## config.mk

```make
export PLATFORM = sky130hd
export DESIGN_NAME = mux_pkt_arbiter
export DESIGN_NICKNAME = d
export VERILOG_FILES = /design/src/rtl/noc_pkg.sv /design/src/rtl/rr_pick2.sv /design/src/rtl/mux_pkt_arbiter.sv
export SDC_FILE = /design/constraint.sdc
export NUM_CORES = 1
export LEC_CHECK = 0
export ABC_AREA = 1
export CAP_MARGIN = 20
export CORE_ASPECT_RATIO = 0.8
export CORE_MARGIN = 2
export CORE_UTILIZATION = 46
export CTS_CLUSTER_SIZE = 16
export DETAILED_ROUTE_END_ITERATION = 12
export MAX_ROUTING_LAYER = met4
export PLACE_DENSITY = 0.87
export SYNTH_ARGS = -nofsm -noshare
export SYNTH_HDL_FRONTEND = slang
export SYNTH_SLANG_ARGS = --single-unit
```

## constraint.sdc

```tcl
create_clock -name clk -period 2 [get_ports clk]
set_input_delay 0.2 -clock clk [delete_from_list [all_inputs] [get_ports clk]]
set_output_delay 0.2 -clock clk [all_outputs]
set_load 0.005 [all_outputs]
```

## src/rtl/noc_pkg.sv

```systemverilog
// Shared NoC definitions: flit type codes and the packet arbiter state encoding.
package noc_pkg;

  localparam logic [1:0] TYPE_NONE = 2'b00;
  localparam logic [1:0] TYPE_HEAD = 2'b01;
  localparam logic [1:0] TYPE_DATA = 2'b10;
  localparam logic [1:0] TYPE_TAIL = 2'b11;

  typedef enum logic [1:0] {
    ST_IDLE  = 2'd0,
    ST_LOCK0 = 2'd1,
    ST_LOCK1 = 2'd2
  } arb_state_e;

endpackage

```

## src/rtl/rr_pick2.sv

```systemverilog
// Two-requester round-robin pick, purely combinational: prio breaks ties.
module rr_pick2 (
  input  logic [1:0] req,
  input  logic       prio,
  output logic       winner,
  output logic       any
);

  assign any = |req;

  always_comb begin
    winner = 1'b0;
    if (req[0] && req[1]) begin
      winner = prio;
    end else begin
      winner = req[1];
    end
  end

endmodule

```

## src/rtl/mux_pkt_arbiter.sv

```systemverilog
// Packet-locking round-robin arbiter for the 2:1 router mux; lock visible one cycle after HEAD.
// Grants follow oready combinationally, so backpressure freezes state and count in place.
module mux_pkt_arbiter
  import noc_pkg::*;
#(
  parameter int MAXLEN = 64,
  parameter int CNTW   = 7
) (
  input  logic            clk,
  input  logic            rst,
  input  logic            ivalid_0,
  input  logic [1:0]      itype_0,
  input  logic            ivalid_1,
  input  logic [1:0]      itype_1,
  input  logic            oready,
  output logic            sel,
  output logic            grant_0,
  output logic            grant_1,
  output logic            busy,
  output logic            err,
  output logic [CNTW-1:0] flit_cnt
);

  arb_state_e      state_q;
  logic            prio_q;
  logic            sel_q;
  logic            busy_q;
  logic            err_q;
  logic [CNTW-1:0] cnt_q;
  logic [CNTW-1:0] cnt_d;

  logic [1:0] head_req;
  logic       pick_win;
  logic       pick_any;
  logic       own_port;
  logic [1:0] own_type;
  logic       own_tail;
  logic       fire;
  logic       pkt_done;

  assign head_req[0] = ivalid_0 && (itype_0 == TYPE_HEAD);
  assign head_req[1] = ivalid_1 && (itype_1 == TYPE_HEAD);

  rr_pick2 u_pick (
    .req    (head_req),
    .prio   (prio_q),
    .winner (pick_win),
    .any    (pick_any)
  );

  assign grant_0 = (state_q == ST_LOCK0) && oready;
  assign grant_1 = (state_q == ST_LOCK1) && oready;

  assign own_port = (state_q == ST_LOCK1);
  assign own_type = own_port ? itype_1 : itype_0;
  assign own_tail = (own_type == TYPE_TAIL);
  assign fire     = (grant_0 && ivalid_0) || (grant_1 && ivalid_1);
  assign cnt_d    = cnt_q + CNTW'(1);

  // The watchdog counts accepted flits, so a stalled owner can hold the lock forever.
  assign pkt_done = fire && (own_tail || (cnt_d == CNTW'(MAXLEN)));

  always_ff @(posedge clk) begin
    if (rst) begin
      state_q <= ST_IDLE;
      prio_q  <= 1'b0;
      sel_q   <= 1'b0;
      busy_q  <= 1'b0;
      err_q   <= 1'b0;
      cnt_q   <= '0;
    end else begin
      err_q <= 1'b0;
      case (state_q)
        ST_IDLE: begin
          if (pick_any) begin
            state_q <= pick_win ? ST_LOCK1 : ST_LOCK0;
            sel_q   <= pick_win;
            busy_q  <= 1'b1;
          end
        end
        ST_LOCK0, ST_LOCK1: begin
          if (pkt_done) begin
            state_q <= ST_IDLE;
            sel_q   <= 1'b0;
            busy_q  <= 1'b0;
            prio_q  <= ~own_port;
            cnt_q   <= '0;
            err_q   <= ~own_tail;
          end else if (fire) begin
            cnt_q <= cnt_d;
          end
        end
        default: begin
          state_q <= ST_IDLE;
          sel_q   <= 1'b0;
          busy_q  <= 1'b0;
          cnt_q   <= '0;
        end
      endcase
    end
  end

  assign sel      = sel_q;
  assign busy     = busy_q;
  assign err      = err_q;
  assign flit_cnt = cnt_q;

endmodule
```

==> flow_metrics.py, run 1 <==
metrics = {
    "outcome": {
        "outcome": "finished, final reports clean",
    },
    "clocking": {
        "clock_latency_ns": 0.27,
        "cts_buffers": 3,
        "clk_path_buf_depth": 2,
        "cts_hold_buf": 0,
        "cts.repair.resized": 0,
        "postCtsSetupBuffers": 0,
        "clock-sinks": 12,
        "clk_pin_slew_ns": 0.07,
        "root_buffer": "clkbuf_4",
        "tritoncts": "done",
        "htreeDepth": 1,
    },
    "route": {
        "drtIter0Drc": 16,
        "drtPass1Iterations": 4,
        "drc": 0,
        "drtAntennaViolNets": 0,
        "routedWlPerCell_um": 10.3,
        "viasPerCell": 4.86,
        "routed_wl_um": 1640,
        "num_vias": 773,
    },
    "grt": {
        "grt_overflow_total": 0,
        "grt_util_all_layers_pct": 18.0,
        "grt_max_degree": 13,
        "antenna_found_initial": 0,
        "grt_pass1_wl_um": 2610,
        "grt_pass1_vias": 629,
    },
    "die": {
        "num_rows": 13,
        "die-area_mm2": 0.00199,
        "die_w_um": 49.4,
        "die_h_um": 40.3,
        "core-area_mm2": 0.00158,
        "io_pins": 21,
        "initial_core_util_pct": 48.0,
    },
    "timing": {
        "finalClockSkew_ns": 0.00595,
        "post-route-period-util_pct": 85.8,
        "max-slew-margin-rel_pct": 81.0,
        "finalSetupTns_ns": 0,
        "rsz0062_at_grt": "no",
        "fin_ws_ns": 0.284,
        "setup_viol": 0,
        "hold_viol": 0,
        "worst_slew_pin_slew_ns": 0.284,
        "min_period_ns": 1.72,
        "finalMaxSlewViolations": 0,
        "max_freq_mhz": 583,
    },
    "setup_path": {
        "rr_endpoint": "busy",
        "arrival_ns": 1.52,
        "crit_path_max_incr_delay_ns": 0.49,
        "path_common_cell": "inv_1",
        "critPathLaunchType": "register",
        "critPathRequiredTime_ns": 1.80,
        "crit_path_end_kind": "output port",
        "crit_chain": "inv_1, ha_1, nand2_1, inv_1, clkdlybuf4s50_1",
        "worst-path-buf-inv": 3,
        "cp_slowest_cell": "clkdlybuf4s50_1",
        "reg2reg_from": "flit_cnt[0]",
        "reg2reg_depth": 12,
        "critical_path_class": "register to output port",
        "crit_family": "buffers and inverters",
        "crit_fanout": 4,
        "ff2ff_setup_slack_ns": 0.30,
    },
    "placed_design": {
        "place_hpwl_um": 1360,
        "dpl-instance-area_um2": 981,
        "portBuffers": 20,
        "place_congestion": 0.871,
        "dpl_worst_slack_ns": 0.269,
        "dp_cells": 155,
    },
    "layout": {
        "areaGrowthSynthToFinish_pct": 34.4,
        "layout-drive-gt1-share_pct": 9.49,
        "post-route-cell-area_mm2": 0.00102,
        "instances_no_fill": 159,
        "antenna_cells": 0,
        "nNetsFinal": 151,
    },
    "yosys": {
        "async_flop_share_pct": 0,
        "synth-main-ff-cell": "dfxtp_1",
        "ys_seq_area_share_pct": 31.7,
        "synth_area_leaders": "dfxtp_1 32%, nand2_1 11%, nand3_1 8.6%",
        "synth-edff-count": 0,
        "synthTopCellsByCount": "22 x nand2_1, 17 x inv_1, 13 x nand3_1, 13 x nor2_1, 12 x dfxtp_1",
        "avgSynthCellArea_um2": 6.70,
        "syn_area_um2": 757,
        "syn_inst": 113,
        "yosys.area.top_type_share_pct": 31.7,
        "ys_seq_elements": 12,
        "ys_warn_count": 0,
        "synth_nets": 126,
        "synth_area_leader_cell": "dfxtp_1",
        "synth_cell_types": 20,
        "yosysMostFrequentCell": "nand2_1",
    },
    "min_path": {
        "hold_path_depth": 2,
        "min_to": "busy",
        "min_from": "busy",
        "holdCritPathClass": "register to register",
    },
    "power_and_ir_drop": {
        "power_density_mw_per_mm2": 1130,
        "max-vdd-ir-drop_mv": 0.646,
        "leakage_nw": 0.465,
    },
    "job": {
        "cap_violations": 0,
    },
}
[tightest hold or removal path, cell delays in order, from the launching register on]
cell	delay [ns]
dfxtp_1	0.33
a21oi_1	0.04
nor2_1	0.08
[state kept, by name, summed over array words and instances, names as in the netlist]
name,flops
prio_q,1
flit_cnt,7
state_q,2
busy,1
err,1
[through the flow]
step | power (mW) | util (%) | hold slack, ns
final | 1.15 | 64.5 | 0.486
after global placement | 0.944 | 62.2 | 0.462
after CTS | 1.15 | 64.5 | 0.488
after detailed placement | 0.968 | 62.2 | 0.467
after global routing | 1.25 | 64.5 | 0.524
after floorplan | 0.766 | - | 0.269
[per-layer routing]
| metal | vias up | global-route usage (%) | wire length [um] |
|---|---|---|---|
| met5 | - | - | 0 |
| met4 | 0 | 0 | 0 |
| met3 | 0 | 5.60 | 84 |
| met2 | 16 | 29.4 | 770 |
| met1 | 344 | 23.6 | 783 |
| li1 | 413 | - | - |
[cells in the final DEF, fill, tap and decap left out, types with 3 or more instances in the layout]
cell type        count
a21oi_1              8
clkbuf_4             3
clkdlybuf4s50_1     20
dfxtp_1             12
ha_1                 4
inv_1               17
nand2_1             22
nand2_2              3
nand3_1             13
nand4_1              3
nor2_1              13
o21ai_0              7
[cells by family (layout without fill, tap and decap cells)]
logic type	after synthesis	in the layout	synth area share, %
buf+inv	19	43	10.9
flops	12	12	31.7
xor+xnor	1	1	1.16
fa+ha+maj	4	4	6.61
simple gates	58	58	35.7
compound gates	19	19	13.9
[how the worst max path moves through the flow]
stage                start          end  slack [ns]  cells past startpoint
4_1_cts         state_q[0]      grant_1        0.26                      5
2_1_floorplan  flit_cnt[0]         busy        0.47                     12
3_5_place_dp        oready  flit_cnt[2]        0.27                     12
5_1_grt         state_q[0]  flit_cnt[2]        0.09                     13
3_3_place_gp        oready  flit_cnt[2]        0.33                     12
6_report        state_q[0]      grant_1        0.28                      5
[area by class of cell]
class	count	area (um^2)
Fill cell	135	561
Multi-Input combinational cell	82	434
Sequential cell	12	240
Timing Repair Buffer	22	215
Inverter	17	63.8
Clock buffer	4	36.3
Tap cell	22	27.5
[report_power, final]
| group | total, mW | internal, mW | leakage [nW] | switching (mW) |
|---|---|---|---|---|
| registers | 0.370 | 0.305 | 0.0981 | 0.0655 |
| clock network | 0.184 | 0.110 | 0.0210 | 0.0732 |
| logic | 0.592 | 0.277 | 0.346 | 0.315 |
Power figures use the tool's default switching activity.
==> run 2, diff against run 1 <==
Settings changed: HOLD_SLACK_MARGIN from default to 0.12.
==> results of run 2 <==
No change in the layout: final DEF, timing and power equal those of run 1.
==> run 3, diff against run 2 <==
Settings changed: PLACE_DENSITY 0.87 to 0.86, SYNTH_HIERARCHICAL from default to 1.
==> run 3 against run 2 <==
Against the previous run:
- hold slack better by 0.0089 ns
- sequential share of layout area is 0.54 points lower
- flip-flop and latch count stayed put
- cell area is 2.3% higher
- utilization is 0.17 points higher
- worst setup slack worse by 0.11 ns
- highest routed layer is now met4
==> flow_metrics.py, run 3 <==
metrics = {
    "layout": {
        "nNetsFinal": 154,
        "layout_commonest_cell": "nand2_1",
        "antenna_cells": 0,
        "fill_cells": 143,
        "areaGrowthSynthToFinish_pct": 32.3,
        "multiInputGateArea_um2": 473,
        "layout-drive-gt1-share_pct": 10.7,
        "largest_reg_flops": 7,
        "regArea_um2": 240,
        "most-common-layout-cells": "26 x nand2_1, 20 x clkdlybuf4s50_1, 15 x inv_1, 13 x nor2_1",
    },
    "grt": {
        "antenna_found_initial": 0,
        "grt_util_all_layers_pct": 20.7,
        "grt_max_degree": 13,
        "grt_pass1_wl_um": 2970,
        "grt_pass1_vias": 719,
        "grt_overflow_total": 0,
    },
    "power_and_ir_drop": {
        "pwr-share-clk_pct": 17.7,
        "power_density_mw_per_mm2": 1040,
        "netSwitchingPower_mw": 0.429,
        "leakage_nw": 0.471,
        "pwr-share-seq_pct": 32.1,
        "max-vdd-ir-drop_mv": 0.745,
        "p_int_mw": 0.652,
        "sw_frac_of_total_pct": 39.7,
        "comb_power_share_pct": 50.1,
    },
    "die": {
        "io_pins": 21,
        "core-area_mm2": 0.00161,
        "die_w_um": 50.2,
        "die-area_mm2": 0.00206,
        "die_h_um": 41.0,
        "initial_core_util_pct": 48.9,
        "num_rows": 13,
    },
    "setup_path": {
        "crit_family": "simple AND/OR/NAND/NOR gates",
        "crit_path_end_kind": "register",
        "worst-path-buf-inv": 2,
        "crit_chain": "inv_1, ha_1, nand3_1, nand2_1, inv_1, nand2_1, xor2_1, nor2_1",
        "critPathRequiredTime_ns": 2.21,
        "rr_endpoint": "flit_cnt[2]",
        "reg2reg_from": "state_q[1]",
        "critPathLaunchType": "register",
        "cp_slowest_cell": "ha_1",
        "crit_fanout": 12,
        "arrival_ns": 2.04,
        "ff2ff_setup_slack_ns": 0.17,
        "reg2reg_depth": 8,
        "crit_path_max_incr_delay_ns": 0.44,
        "critical_path_class": "register to register",
    },
    "yosys": {
        "synth_cell_types": 24,
        "synthTopCellsByCount": "26 x nand2_1, 15 x inv_1, 13 x nor2_1, 12 x dfxtp_1, 12 x nand3_1",
        "async_flop_share_pct": 0,
        "yosysMostFrequentCell": "nand2_1",
        "avgSynthCellArea_um2": 6.73,
        "ys_seq_elements": 12,
        "ys_seq_area_share_pct": 30.5,
        "ys_warn_count": 6,
        "synth_area_leader_cell": "dfxtp_1",
        "synth-edff-count": 0,
        "yosys.area.top_type_share_pct": 30.5,
        "synth_area_leaders": "dfxtp_1 31%, nand2_1 12%, nand3_1 7.6%",
        "syn_area_um2": 787,
        "synth_nets": 130,
        "synth-main-ff-cell": "dfxtp_1",
        "syn_inst": 117,
    },
    "placed_design": {
        "portBuffers": 20,
        "place_congestion": 0.767,
        "place_hpwl_um": 1380,
    },
    "timing": {
        "min_period_ns": 1.83,
        "max_freq_mhz": 547,
        "finalSetupTns_ns": 0,
        "finalMaxSlewViolations": 0,
        "worst_slew_pin_slew_ns": 0.341,
        "setup_viol": 0,
        "holdWs_ns": 0.495,
        "finalClockSkew_ns": 0.00250,
        "rsz0062_at_grt": "no",
        "post-route-period-util_pct": 91.5,
        "max-slew-margin-rel_pct": 77.3,
        "hold_viol": 0,
    },
    "clocking": {
        "postCtsSetupBuffers": 0,
        "clk_path_buf_depth": 2,
        "cts_buffers": 3,
        "cts.repair.resized": 0,
        "clk_pin_slew_ns": 0.07,
        "cts_hold_buf": 0,
        "clock-sinks": 12,
        "htreeDepth": 1,
        "clock_latency_ns": 0.27,
        "root_buffer": "clkbuf_4",
        "tritoncts": "done",
    },
    "route": {
        "drtAntennaViolNets": 0,
        "drtIter0Drc": 23,
        "drtPass1Iterations": 4,
        "routedWlPerCell_um": 11.3,
        "viasPerCell": 4.90,
        "num_vias": 794,
        "drc": 0,
        "routed_wl_um": 1830,
    },
    "job": {
        "cap_violations": 0,
    },
    "min_path": {
        "hold_path_depth": 2,
        "holdCritPathClass": "register to register",
        "min_to": "busy",
        "min_from": "busy",
    },
    "outcome": {
        "outcome": "finished, final reports clean",
    },
}
## run 3: worst max path at each step
| stage | start | endpoint | slack (ns) | depth (start not counted) |
|---|---|---|---|---|
| final | state_q[1] | flit_cnt[2] | 0.17 | 8 |
| after global routing | state_q[1] | flit_cnt[2] | 0.04 | 8 |
| after CTS | state_q[1] | flit_cnt[2] | 0.17 | 8 |
| after detailed placement | state_q[1] | flit_cnt[2] | 0.23 | 8 |
| after global placement | state_q[1] | flit_cnt[2] | 0.22 | 8 |
| after floorplan | state_q[1] | flit_cnt[0] | 0.39 | 9 |
## run 3: per-stage QoR
stage	total power [mW]	cells	area, um^2	setup slack (ns)	util, %
detailed placement	0.887	158	1000	0.226	62.4
CTS	1.09	162	1040	0.174	64.6
global route	1.17	162	1040	0.0357	64.6
floorplan	0.717	117	787	0.385	-
finish	1.08	162	1040	0.171	64.6
global placement	0.874	158	1000	0.220	62.4
## run 3: final cells by class
| cell class | count | area share (%) |
|---|---|---|
| Clock buffer | 4 | 3.49 |
| Inverter | 15 | 5.41 |
| Multi-Input combinational cell | 88 | 45.4 |
| Sequential cell | 12 | 23.1 |
| Tap cell | 22 | 2.64 |
| Timing Repair Buffer | 21 | 20.0 |
## run 3: layer usage
layer	vias to the layer above	track usage [%]	wire, um
li1	422	-	-
met1	348	23.3	821
met2	22	35.5	877
met3	2	6.57	114
met4	0	7.64	11
met5	-	-	0
## run 3: worst register-to-register path, delay by kind of cell (launching register included)
family / cells / cell delay, ns
XOR/XNOR: 1 / 0.15
adder cells (fa/ha/maj): 1 / 0.44
buffers and inverters: 2 / 0.34
flip-flops: 1 / 0.39
AND/OR/NAND/NOR: 4 / 0.45
## run 3: kinds of logic (layout without fill, tap and decap cells)
family                   Yosys count  after routing  synth area share [%]
AND/OR/NAND/NOR                   64             64                  38.5
buffers and inverters             17             40                  9.38
AO/OA/AOI/OAI                     18             18                  13.0
adder cells (fa/ha/maj)            4              4                  6.36
XOR/XNOR                           2              2                  2.23
flip-flops                        12             12                  30.5
## run 3: power groups by stage
stage / registers (mW) / clock network [mW] / logic, mW
after floorplan: 0.350 / 0 / 0.367
after detailed placement: 0.351 / 0 / 0.536
final: 0.348 / 0.192 / 0.542
after CTS: 0.347 / 0.195 / 0.543
after global routing: 0.355 / 0.205 / 0.614
after global placement: 0.348 / 0 / 0.526
